`src/rtl/line_scan_pkg.sv`:
```
// line_scan_pkg
// Shared definitions for the line scan sequencer: FSM state encoding,
// the number of decoder lines and the width of a line index.
// No ports.
package line_scan_pkg;

  localparam int NUM_LINES = 8;
  localparam int SEL_W     = 3;

  typedef enum logic [1:0] {
    IDLE  = 2'd0,
    SCAN  = 2'd1,
    BLANK = 2'd2
  } state_e;

endpackage

```
`src/rtl/scan_next_index.sv`:
```
// scan_next_index
// Combinational helper that searches a line mask relative to the current
// line index.
// Ports:
//   mask_i   [NUM_LINES-1:0] in   set of lines to be scanned
//   cur_i    [SEL_W-1:0]     in   index of the line currently shown
//   next_o   [SEL_W-1:0]     out  lowest set index strictly above cur_i
//   found_o                  out  1 when next_o is valid
//   lowest_o [SEL_W-1:0]     out  lowest set index (first line / wrap target)
module scan_next_index
  import line_scan_pkg::*;
(
  input  logic [NUM_LINES-1:0] mask_i,
  input  logic [SEL_W-1:0]     cur_i,
  output logic [SEL_W-1:0]     next_o,
  output logic                 found_o,
  output logic [SEL_W-1:0]     lowest_o
);

  // Walk from the top line down so that the last hit is the lowest one.
  always_comb begin
    next_o   = '0;
    found_o  = 1'b0;
    lowest_o = '0;
    for (int i = NUM_LINES - 1; i >= 0; i--) begin
      if (mask_i[i]) begin
        lowest_o = SEL_W'(i);
        if (i > int'(cur_i)) begin
          next_o  = SEL_W'(i);
          found_o = 1'b1;
        end
      end
    end
  end

endmodule

```
`src/rtl/line_scan_sequencer.sv`:
```
// line_scan_sequencer
// Sequential front end for a 3-to-8 line decoder. Walks through the lines
// selected by a captured mask, holding each one enabled for DWELL cycles,
// in single-pass or continuous (wrap-around) mode.
// Optional build macro: LINE_SCAN_BLANKING_EN -- inserts one enable=0 BLANK
// cycle between consecutive lines (also at wrap), with the next index shown.
// Ports:
//   clk          in   system clock, rising edge
//   reset        in   synchronous active-high reset
//   start        in   begin a scan (sampled only in IDLE)
//   stop         in   abort a scan; wins over start
//   cont         in   continuous mode, captured with start
//   mask [7:0]   in   line select, captured with start
//   enable       out  decoder Enable
//   a, b, c      out  decoder index, a = MSB, c = LSB
//   busy         out  high while not IDLE
//   done         out  one-cycle pulse when a single-pass scan ends
//   dbg_state_o  out  current FSM state, for observation only
// Handshake: start/stop are level-sampled requests with no ready; start is
// accepted on a rising edge only when the FSM is IDLE and stop is low.
module line_scan_sequencer
  import line_scan_pkg::*;
#(
  parameter int DWELL   = 4,
  parameter int DWELL_W = 8
) (
  input  logic                 clk,
  input  logic                 reset,
  input  logic                 start,
  input  logic                 stop,
  input  logic                 cont,
  input  logic [NUM_LINES-1:0] mask,
  output logic                 enable,
  output logic                 a,
  output logic                 b,
  output logic                 c,
  output logic                 busy,
  output logic                 done,
  output state_e               dbg_state_o
);

  state_e               state_q, state_d;
  logic [DWELL_W-1:0]   dwell_q, dwell_d;
  logic [NUM_LINES-1:0] mask_q, mask_d;
  logic                 cont_q, cont_d;
  logic                 enable_q, enable_d;
  logic [SEL_W-1:0]     idx_q, idx_d;
  logic                 busy_q, busy_d;
  logic                 done_q, done_d;

  logic [NUM_LINES-1:0] mask_sel;
  logic [SEL_W-1:0]     nxt_idx, low_idx, next_line;
  logic                 nxt_found, dwell_last, start_go, advance;

  // In IDLE the first line comes from the mask being captured this edge.
  assign mask_sel   = (state_q == IDLE) ? mask : mask_q;
  assign dwell_last = (dwell_q == DWELL_W'(DWELL));
  assign start_go   = (state_q == IDLE) && start && !stop;
  assign advance    = nxt_found || cont_q;
  assign next_line  = nxt_found ? nxt_idx : low_idx;

  scan_next_index u_next (
    .mask_i   (mask_sel),
    .cur_i    (idx_q),
    .next_o   (nxt_idx),
    .found_o  (nxt_found),
    .lowest_o (low_idx)
  );

  // State register and output registers.
  always_ff @(posedge clk) begin
    if (reset) begin
      state_q  <= IDLE;
      dwell_q  <= '0;
      mask_q   <= '0;
      cont_q   <= 1'b0;
      enable_q <= 1'b0;
      idx_q    <= '0;
      busy_q   <= 1'b0;
      done_q   <= 1'b0;
    end else begin
      state_q  <= state_d;
      dwell_q  <= dwell_d;
      mask_q   <= mask_d;
      cont_q   <= cont_d;
      enable_q <= enable_d;
      idx_q    <= idx_d;
      busy_q   <= busy_d;
      done_q   <= done_d;
    end
  end

  // Next-state logic.
  always_comb begin
    state_d = state_q;
    case (state_q)
      IDLE: begin
        if (start_go && (mask != '0)) state_d = SCAN;
      end
      SCAN: begin
        if (stop) begin
          state_d = IDLE;
        end else if (dwell_last) begin
          if (advance) begin
`ifdef LINE_SCAN_BLANKING_EN
            state_d = BLANK;
`else
            state_d = SCAN;
`endif
          end else begin
            state_d = IDLE;
          end
        end
      end
`ifdef LINE_SCAN_BLANKING_EN
      BLANK: begin
        state_d = stop ? IDLE : SCAN;
      end
`endif
      default: state_d = IDLE;
    endcase
  end

  // Output / datapath next values.
  always_comb begin
    dwell_d  = dwell_q;
    mask_d   = mask_q;
    cont_d   = cont_q;
    enable_d = enable_q;
    idx_d    = idx_q;
    done_d   = 1'b0;
    busy_d   = (state_d != IDLE);
    case (state_q)
      IDLE: begin
        enable_d = 1'b0;
        if (start_go) begin
          mask_d = mask;
          cont_d = cont;
          if (mask == '0) begin
            done_d = 1'b1;
          end else begin
            enable_d = 1'b1;
            idx_d    = low_idx;
            dwell_d  = DWELL_W'(1);
          end
        end
      end
      SCAN: begin
        if (stop) begin
          enable_d = 1'b0;
        end else if (dwell_last) begin
          if (advance) begin
            // Index moves only on a line boundary; counter restarts at 1.
            idx_d   = next_line;
            dwell_d = DWELL_W'(1);
`ifdef LINE_SCAN_BLANKING_EN
            enable_d = 1'b0;
`else
            enable_d = 1'b1;
`endif
          end else begin
            enable_d = 1'b0;
            done_d   = 1'b1;
          end
        end else begin
          dwell_d = dwell_q + DWELL_W'(1);
        end
      end
`ifdef LINE_SCAN_BLANKING_EN
      BLANK: begin
        // Index already points at the next line; counter already at 1.
        enable_d = !stop;
      end
`endif
      default: enable_d = 1'b0;
    endcase
  end

  assign enable      = enable_q;
  assign a           = idx_q[2];
  assign b           = idx_q[1];
  assign c           = idx_q[0];
  assign busy        = busy_q;
  assign done        = done_q;
  assign dbg_state_o = state_q;

endmodule

```
`config.mk`:
```
export PLATFORM = sky130hd
export DESIGN_NAME = line_scan_sequencer
export DESIGN_NICKNAME = d
export VERILOG_FILES = /design/src/rtl/line_scan_pkg.sv /design/src/rtl/scan_next_index.sv /design/src/rtl/line_scan_sequencer.sv
export SDC_FILE = /design/constraint.sdc
export NUM_CORES = 1
export LEC_CHECK = 0
export ABC_AREA = 1
export CAP_MARGIN = 10
export CORE_UTILIZATION = 45
export DETAILED_ROUTE_END_ITERATION = 16
export GPL_ROUTABILITY_DRIVEN = 0
export PLACE_DENSITY = 0.73
export SYNTH_ARGS = -nofsm -noshare
export SYNTH_HDL_FRONTEND = slang
export SYNTH_SLANG_ARGS = --single-unit
```
`constraint.sdc`:
```
create_clock -name clk -period 3.1 [get_ports clk]
set_input_delay 0.31 -clock clk [delete_from_list [all_inputs] [get_ports clk]]
set_output_delay 0.31 -clock clk [all_outputs]
set_load 0.02 [all_outputs]
```
==> flow_metrics.env <==
export IMPL_setup_ws_ps=1150
export IMPL_slew_headroom=0.612
export IMPL_worstHoldPathType="flop to flop"
export IMPL_hold_viol_final=0
export IMPL_layout_drive_gt1_share=0.0935
export IMPL_status="complete, no violations"
export IMPL_syn2layout_area_growth_pct=15.0
export IMPL_cts_setup_buffers=0
export IMPL_die_height_um=62.1
export IMPL_fp_coreArea_um2=3390
export IMPL_antenna_left=0
export IMPL_dpl_hpwl_mm=2.71
export IMPL_cts_sinks=25
export IMPL_report_final_slew_viol_count=0
export IMPL_ratio_of_total_power_to_cell_area_nw_per_um2=361
export IMPL_number_of_antenna_violations_at_the_first_check_in_global_routing=0
export IMPL_start_kind="flop"
export IMPL_asyncSetResetFlopFracSynth=0
export IMPL_cts_made_buffers=3
export IMPL_die_w_um=62.1
export IMPL_ys_warn_count=0
export IMPL_crit_type="flop to flop"
export IMPL_tritoncts="built"
export IMPL_setup_viol=0
export IMPL_synth_sequential_area_ratio=0.308
export IMPL_final_design_area_no_fill_um2=1870
export IMPL_clk_transition_reported_paths_ps=140
export IMPL_leakagePower_nw=0.855
export IMPL_worst_clock_skew_ps=8.36
export IMPL_maximum_number_of_pins_on_one_net_before_global_route_repair=21
export IMPL_nets=294
export IMPL_leading_area_contributor_after_synthesis="dfxtp_1"
export IMPL_yosys_register_bits=25
export IMPL_reg2reg_to="idx_q[0]"
export IMPL_synthesis_area_um2=1620
export IMPL_totalPowerFinal_mw=0.675
export IMPL_first_global_vias=1436
export IMPL_drt_iter0_markers=120
export IMPL_wl_per_cell_um=10.7
export IMPL_viasPerCell=4.90
export IMPL_synth_cell_types=26
export IMPL_synth_edf_count=0
export IMPL_syn_inst=259
export IMPL_worstReg2RegStart="dbg_state_o[0]"
export IMPL_dieArea_um2=3850
export IMPL_postSynth_topFlopCell="dfxtp_1"
export IMPL_grt_overflow=0
export IMPL_achievable_frequency_mhz=513
export IMPL_leading_post_synthesis_cells_by_cell_area="dfxtp_1 31%, nand2_1 13%, inv_1 9.7%, nor2_1 8.6%, o21ai_0 7.7%"
export IMPL_grt_setup_unrepaired="false"
export IMPL_ios=21
export IMPL_yosys_area_top_type_share=0.308
export IMPL_place_detailed_instances=320
export IMPL_worst_pin_slew_ps=581
export IMPL_buffer_ports_inserted=20
export IMPL_timing_critical_path_arrival_ps=2180
export IMPL_net_count_after_synthesis=274
export IMPL_cp_data_required_time_ps=3330
export IMPL_worstSetupEndpoint="idx_q[0]"
export IMPL_rrSetupSlack_ps=1150
export IMPL_drt_pre_antenna_iters=4
export IMPL_number_of_non_filler_instances_in_the_completed_layout=324
export IMPL_power_ir_vdd_worst_mv=0.240
export IMPL_clockBufferDepth=2
export IMPL_worstPathMaxFanout=19
export IMPL_htreeDepth=1
export IMPL_post_route_period_util=0.628
export IMPL_post_route_min_period_ps=1950
export IMPL_remaining_drc_errors=0
export IMPL_detailed_place_area_um2=1840
export IMPL_antenna_fix_cells=0
export IMPL_timing_critical_path_to_type="flop"
export IMPL_crit_start="dbg_state_o[0]"
export IMPL_grt_first_pass_wirelength_mm=6.13
export IMPL_wl_mm=3.47
export IMPL_worst_hold_slack_ps=461
export IMPL_cts_hold_fix_buffers=0
export IMPL_floorplan_rows=21
export IMPL_dp_worst_setup_slack_ps=1060
export IMPL_finalSetupTns_ps=0
export IMPL_finished_core_util=0.551
export IMPL_clock_insertion_delay_worst_skew_ps=330
export IMPL_num_vias=1587
export IMPL_initial_utilization=0.479
export IMPL_grt_util_all_layers=0.214
export IMPL_cts_root_buffer="clkbuf_4"
export IMPL_syn_avg_cell_area_um2=6.27
export IMPL_max_cap_viol_count=0
export IMPL_cts_resized=0
export IMPL_r2r_cells=8
[layout by cell type (no fill, tap or decap), drive strengths merged]
| master | count |
|---|---|
| a21oi | 17 |
| and2 | 2 |
| clkbuf | 3 |
| clkdlybuf4s50 | 20 |
| clkinv | 1 |
| conb | 1 |
| dfxtp | 25 |
| ha | 2 |
| inv | 43 |
| nand2 | 66 |
| nand3 | 18 |
| nand3b | 1 |
| nand4 | 5 |
| nor2 | 42 |
| nor3 | 2 |
| o21ai | 26 |
| o21bai | 1 |
| or2 | 1 |
| xor2 | 2 |
[synthesized netlist by cell type (3+ instances only)]
cell type,number
a21oi_1,17
buf_6,3
dfxtp_1,25
inv_1,42
nand2_1,58
nand2_2,6
nand3_1,12
nand3_2,5
nand4_1,5
nor2_1,37
nor2_2,4
o21ai_0,25
[cells by family after synthesis]
logic type,share of synthesized area
and+or+nand+nor,0.401
buffers and inverters,0.125
AOI/OAI and AO/OA,0.137
DFF,0.308
xor gates and xnor gates,0.0108
adders and majority gates,0.0154
other,0.00231
[worst max-delay path, stage by stage, from the launching register on]
cell and delay [ps]:
dfxtp_1 380, nor2_4 340, nand3_2 350, nor2_1 230
o21ai_0 120, nor2_1 220, nand2_1 80, nor2_1 80
nor2_1 40
[registers in the layout, summed over array words and instances (netlist names)]
register     flops
idx_q            3
dwell_q          8
cont_q           1
enable           1
mask_q           8
done             1
busy             1
dbg_state_o      2
[per-layer routing]
| metal | vias to the layer above | global-route usage | wire length [µm] |
|---|---|---|---|
| met4 | 0 | 0.0857 | 48 |
| li1 | 846 | - | - |
| met5 | - | 0 | 0 |
| met1 | 685 | 0.304 | 1810 |
| met3 | 8 | 0.0455 | 210 |
| met2 | 48 | 0.315 | 1400 |
[layout make-up]
cell class	count	area (µm²)
fillers	351	1520
multi-input cells	186	921
flip-flops and latches	25	500
repair buffers	20	200
inverters	43	161
well taps	46	57.6
clock buffers	3	22.5
clock inverters	1	5.00
[power by group]
| group | switching (mW) | internal [mW] | leakage (nW) |
|---|---|---|---|
| clock network | 0.0996 | 0.0484 | 0.0177 |
| registers | 0.0145 | 0.338 | 0.204 |
| logic | 0.107 | 0.0678 | 0.633 |
| total | 0.221 | 0.454 | 0.855 |
[how the worst min path moves through the flow]
stage / from / endpoint / slack, ps / cells after the start
after floorplan: reset / dwell_q[6] / 380 / 1
after CTS: mask_q[0] / mask_q[0] / 460 / 2
after global routing: mask_q[7] / mask_q[7] / 500 / 2
after detailed placement: mask_q[0] / mask_q[0] / 440 / 2
final: mask_q[7] / mask_q[7] / 460 / 2
after global placement: mask_q[0] / mask_q[0] / 430 / 2
No activity file was read; power rests on OpenSTA's default activity.
==> edit 1: new RTL, same settings <==
Remove the register `busy_q`: a continuous assignment takes its place, so the output `busy` follows one clock earlier.
--- a/src/rtl/line_scan_sequencer.sv
+++ b/src/rtl/line_scan_sequencer.sv
@@ -77,5 +77,4 @@
       enable_q <= 1'b0;
       idx_q    <= '0;
-      busy_q   <= 1'b0;
       done_q   <= 1'b0;
     end else begin
@@ -86,8 +85,9 @@
       enable_q <= enable_d;
       idx_q    <= idx_d;
-      busy_q   <= busy_d;
       done_q   <= done_d;
     end
   end
+
+  assign busy_q = busy_d;
 
   // Next-state logic.
Check against the original RTL: not equivalent (a bounded check fails within 4 cycles, from zero or initial values and one cycle with reset high).
==> edit 1 against the unedited design <==
- synthesized cell count is 4.2% lower
- count of clock-buffer cells in the layout stayed put
- critical path type is now reg2out
- sequential cell count is 1 lower
- sequential share of layout area is 1.1 points lower
- register-to-register slack better by 0.05 ns
- highest routed layer unchanged
- largest cell class unchanged
- clock power is 59% higher
- total power is 11% higher
- design area is 0.13% higher
- synthesized area is 1.9% lower
- global-route usage is 0.13 points higher
- critical path depth is 2 higher
- routed wire length is 4.7% higher
- via count is 1.5% lower
- worst setup slack worse by 0.81 ns
==> edit 1: results (changes against the unedited design) <==
Placed design
  • Pre-CTS worst setup slack: 0.619 ns (was 1.06 ns)
  • Area of placed instances: 0.00182 mm2 (was 0.00184 mm2)
  • Placed Cells incl. Taps: 310 (was 320)

Route
  • Wire per inst: 11.6 um (was 10.7 um)
  • Met3 WL: 128 um (was 210 um)
  • Vias per cell: 4.98 (was 4.90)
  • Met1 Wirelength: 1720 um (was 1810 um)

Yosys
  • Distinct cells, synth: 30 (was 26)
  • Synth Area in Compound Gates: 0.164 (was 0.137)
  • Synth cell count leaders: 55 x nand2_1, 35 x inv_1, 29 x nor2_1 (was 58 x nand2_1, 42 x inv_1, 37 x nor2_1)
  • Post-synthesis adder-cell area fraction: 0.0157 (was 0.0154)
  • Post-Synth XOR/XNOR Area: 0.0110 (was 0.0108)
  • Top post-synthesis cells by area: dfxtp_1 30%, nand2_1 13%, inv_1 8.2% (was dfxtp_1 31%, nand2_1 13%, inv_1 9.7%)
  • Mapped Nets: 263 (was 274)

Setup path
  • Worst R2R Start: dbg_state_o[1]$_SDFF_PP0_ (was dbg_state_o[0]$_SDFF_PP0_)
  • R2R depth: 11 (was 8)
  • Critical Path End: busy (was idx_q[0]$_SDFFE_PP0P_)
  • R2R Setup Slk: 1.20 ns (was 1.15 ns)
  • Worst path slowest cell: clkdlybuf4s50_1 (was dfxtp_1)
  • Crit path max fanout: 14 (was 19)

Global route
  • Vias in the first global route: 1,414 (was 1,436)
  • GR Layer Usage met1: 0.255 (was 0.304)
  • First-pass GRT wire length: 5960 um (was 6130 um)
  • Routing usage on met2: 0.379 (was 0.315)
  • GRT Util Overall: 0.216 (was 0.214)

Finish
  • Layout cells sized above 1: 0.127 (was 0.0935)
  • Area occupied by multi-input gates: 922 um2 (was 921 um2)
  • Clock-cell share of area: 0.0281 (was 0.0147)
  • Seq area share: 0.257 (was 0.268)
  • Non-clock inverters: 40 (was 43)
  • Area Overhead vs Synth: 17.4% (was 15.0%)

Run status
  • Status: complete, no violations (unchanged)

Power and ir drop
  • VDD IR max: 0.000177 V (was 0.000240 V)
## edit 1: worst min-delay path by stage
| stage | end | slack [ns] | from | depth (start not counted) |
|---|---|---|---|---|
| floorplan | dwell_q[5]$_SDFFE_PP0P_ | 0.37 | reset | 1 |
| global placement | mask_q[7]$_SDFFE_PP0P_ | 0.44 | mask_q[7]$_SDFFE_PP0P_ | 2 |
| detailed placement | mask_q[7]$_SDFFE_PP0P_ | 0.45 | mask_q[7]$_SDFFE_PP0P_ | 2 |
| CTS | mask_q[7]$_SDFFE_PP0P_ | 0.47 | mask_q[7]$_SDFFE_PP0P_ | 2 |
| global route | mask_q[3]$_SDFFE_PP0P_ | 0.50 | mask_q[3]$_SDFFE_PP0P_ | 2 |
| finish | mask_q[7]$_SDFFE_PP0P_ | 0.46 | mask_q[7]$_SDFFE_PP0P_ | 2 |
## edit 1: power by group
group	leakage, nW	switching (W)	internal (W)
clock network	0.0279	0.000105	0.000131
logic	0.599	0.000108	0.0000699
registers	0.196	0.0000147	0.000324
==> edit 2: new RTL, same settings <==
Made on the original files. Set the package constant `SEL_W` to 5 (it was 3).
--- a/src/rtl/line_scan_pkg.sv
+++ b/src/rtl/line_scan_pkg.sv
@@ -6,5 +6,5 @@
 
   localparam int NUM_LINES = 8;
-  localparam int SEL_W     = 3;
+  localparam int SEL_W     = 5;
 
   typedef enum logic [1:0] {
Function: same outputs for any inputs over 10 cycles, from zero or initial values and one cycle with reset high; that may be too few to reach the edited logic, so the function may still have changed.
==> edit 2 against the unedited design <==
- routed wire length down 0.40%
- sequential cell count unchanged
- clock skew up 0.0037 ns
- design area down 1.5%
- worst setup slack worse by 0.032 ns
- synthesized area down 2.4%
- total power down 2.3%
- non-clock buffer count unchanged
- critical path type unchanged
- largest cell class unchanged
- highest routed layer unchanged
==> edit 2: results (changes against the unedited design) <==
Timing
  • Fin Clk Skew: 0.0121 ns (was 0.00836 ns)
  • Tcrit/Tclk final: 0.639 (was 0.628)
  • Max-slew headroom: 0.666 (was 0.612)

Placed design
  • Detail Placement HPWL: 2760 um (was 2710 um)
  • PortBufs: 20 (unchanged)
  • Pre-CTS worst setup slack: 1.07 ns (was 1.06 ns)
  • Area of placed instances: 0.00181 mm2 (was 0.00184 mm2)

Yosys
  • Post-synthesis adder-cell area fraction: 0.0158 (was 0.0154)
  • Synth Area in Compound Gates: 0.152 (was 0.137)
  • Post-Synth XOR/XNOR Area: 0.00552 (was 0.0108)
  • Distinct cells, synth: 29 (was 26)
  • Synth cell count leaders: 65 x nand2_1, 42 x inv_1, 31 x nor2_1 (was 58 x nand2_1, 42 x inv_1, 37 x nor2_1)
  • Top post-synthesis cells by area: dfxtp_1 32%, nand2_1 15%, inv_1 9.9% (was dfxtp_1 31%, nand2_1 13%, inv_1 9.7%)
  • Post-synthesis sequential area ratio: 0.316 (was 0.308)
  • Mapped Nets: 272 (was 274)

Setup path
  • Worst R2R Start: dbg_state_o[1]$_SDFF_PP0_ (was dbg_state_o[0]$_SDFF_PP0_)
  • R2R depth: 7 (was 8)
  • Max stage delay on crit path: 0.41 ns (was 0.38 ns)
  • Critical Path Source Type: flip-flop (unchanged)
  • Worst endpoint data arrival time: 2.21 ns (was 2.18 ns)
  • Critical Path End: idx_q[2]$_SDFFE_PP0P_ (was idx_q[0]$_SDFFE_PP0P_)

Route
  • Met3 WL: 94 um (was 210 um)
  • Number of DRC markers in iteration 0: 66 (was 120)
  • Total vias in the final route: 1,554 (was 1,587)
  • Met1 Wirelength: 1710 um (was 1810 um)
  • Wire per inst: 10.7 um (about the same)
  • Metal2 WL: 1610 um (was 1400 um)

Power and ir drop
  • Int Pwr: 0.000448 W (was 0.000454 W)
  • Comb pwr share: 0.244 (was 0.259)
  • Power share of the clock group: 0.227 (was 0.219)
  • P_leak: 0.824 nW (was 0.855 nW)
  • NetSw: 0.000211 W (was 0.000221 W)
  • VDD IR max: 0.000225 V (was 0.000240 V)

Global route
  • Vias in the first global route: 1,438 (was 1,436)
  • Routing usage on met2: 0.365 (was 0.315)
  • GR Layer Usage met1: 0.260 (was 0.304)
  • Largest net degree at the start of global routing: 20 (was 21)
  • GRT Util Overall: 0.207 (was 0.214)
  • First-pass GRT wire length: 5850 um (was 6130 um)
  • M3 GR Usage: 0.0357 (was 0.0455)

Run status
  • Status: complete, no violations (unchanged)

Finish
  • Post-layout net count: 293 (was 294)
  • Layout cells sized above 1: 0.0614 (was 0.0935)
  • Filler instances: 373 (was 351)
  • Biggest regs: dwell_q x8, mask_q x8, idx_q x3 (unchanged)
## edit 2: cell count changes after synthesis, sizes merged
cell / before / now
nor4: 0 / 1
o21ai: 26 / 24
nand3b: 1 / 2
o31ai: 0 / 1
nand2: 66 / 67
xor2: 2 / 1
o21bai: 1 / 2
nor2: 42 / 36
and2: 2 / 1
a21oi: 17 / 19
clkbuf: 2 / 1
nand3: 18 / 17
nand4: 5 / 8
## edit 2: per-stage QoR
stage / utilization / std cells
final: 0.547 / 323
after global routing: 0.547 / 323
after CTS: 0.547 / 323
after detailed placement: 0.539 / 319
after global placement: 0.539 / 319
after floorplan: - / 257
## edit 2: how the worst min path moves through the flow
stage / start / to / slack (ns)
after detailed placement: mask_q[0]$_SDFFE_PP0P_ / mask_q[0]$_SDFFE_PP0P_ / 0.44
after global placement: mask_q[7]$_SDFFE_PP0P_ / mask_q[7]$_SDFFE_PP0P_ / 0.44
final: mask_q[0]$_SDFFE_PP0P_ / mask_q[0]$_SDFFE_PP0P_ / 0.46
after CTS: mask_q[0]$_SDFFE_PP0P_ / mask_q[0]$_SDFFE_PP0P_ / 0.46
after floorplan: reset / dwell_q[1]$_SDFFE_PP0P_ / 0.38
after global routing: mask_q[0]$_SDFFE_PP0P_ / mask_q[0]$_SDFFE_PP0P_ / 0.48
## edit 2: layout make-up
type | count | area share
Clock buffer | 3 | 0.0122
Clock inverter | 1 | 0.00272
Inverter | 43 | 0.0878
Multi-Input combinational cell | 185 | 0.485
Sequential cell | 25 | 0.272
Tap cell | 46 | 0.0313
Timing Repair Buffer | 20 | 0.109
## edit 2: worst max-delay path: cells and delay by family, from the launching register on
kind,cells,cell delay [ns]
simple gates,4,0.95
compound gates,3,0.51
flops,1,0.41
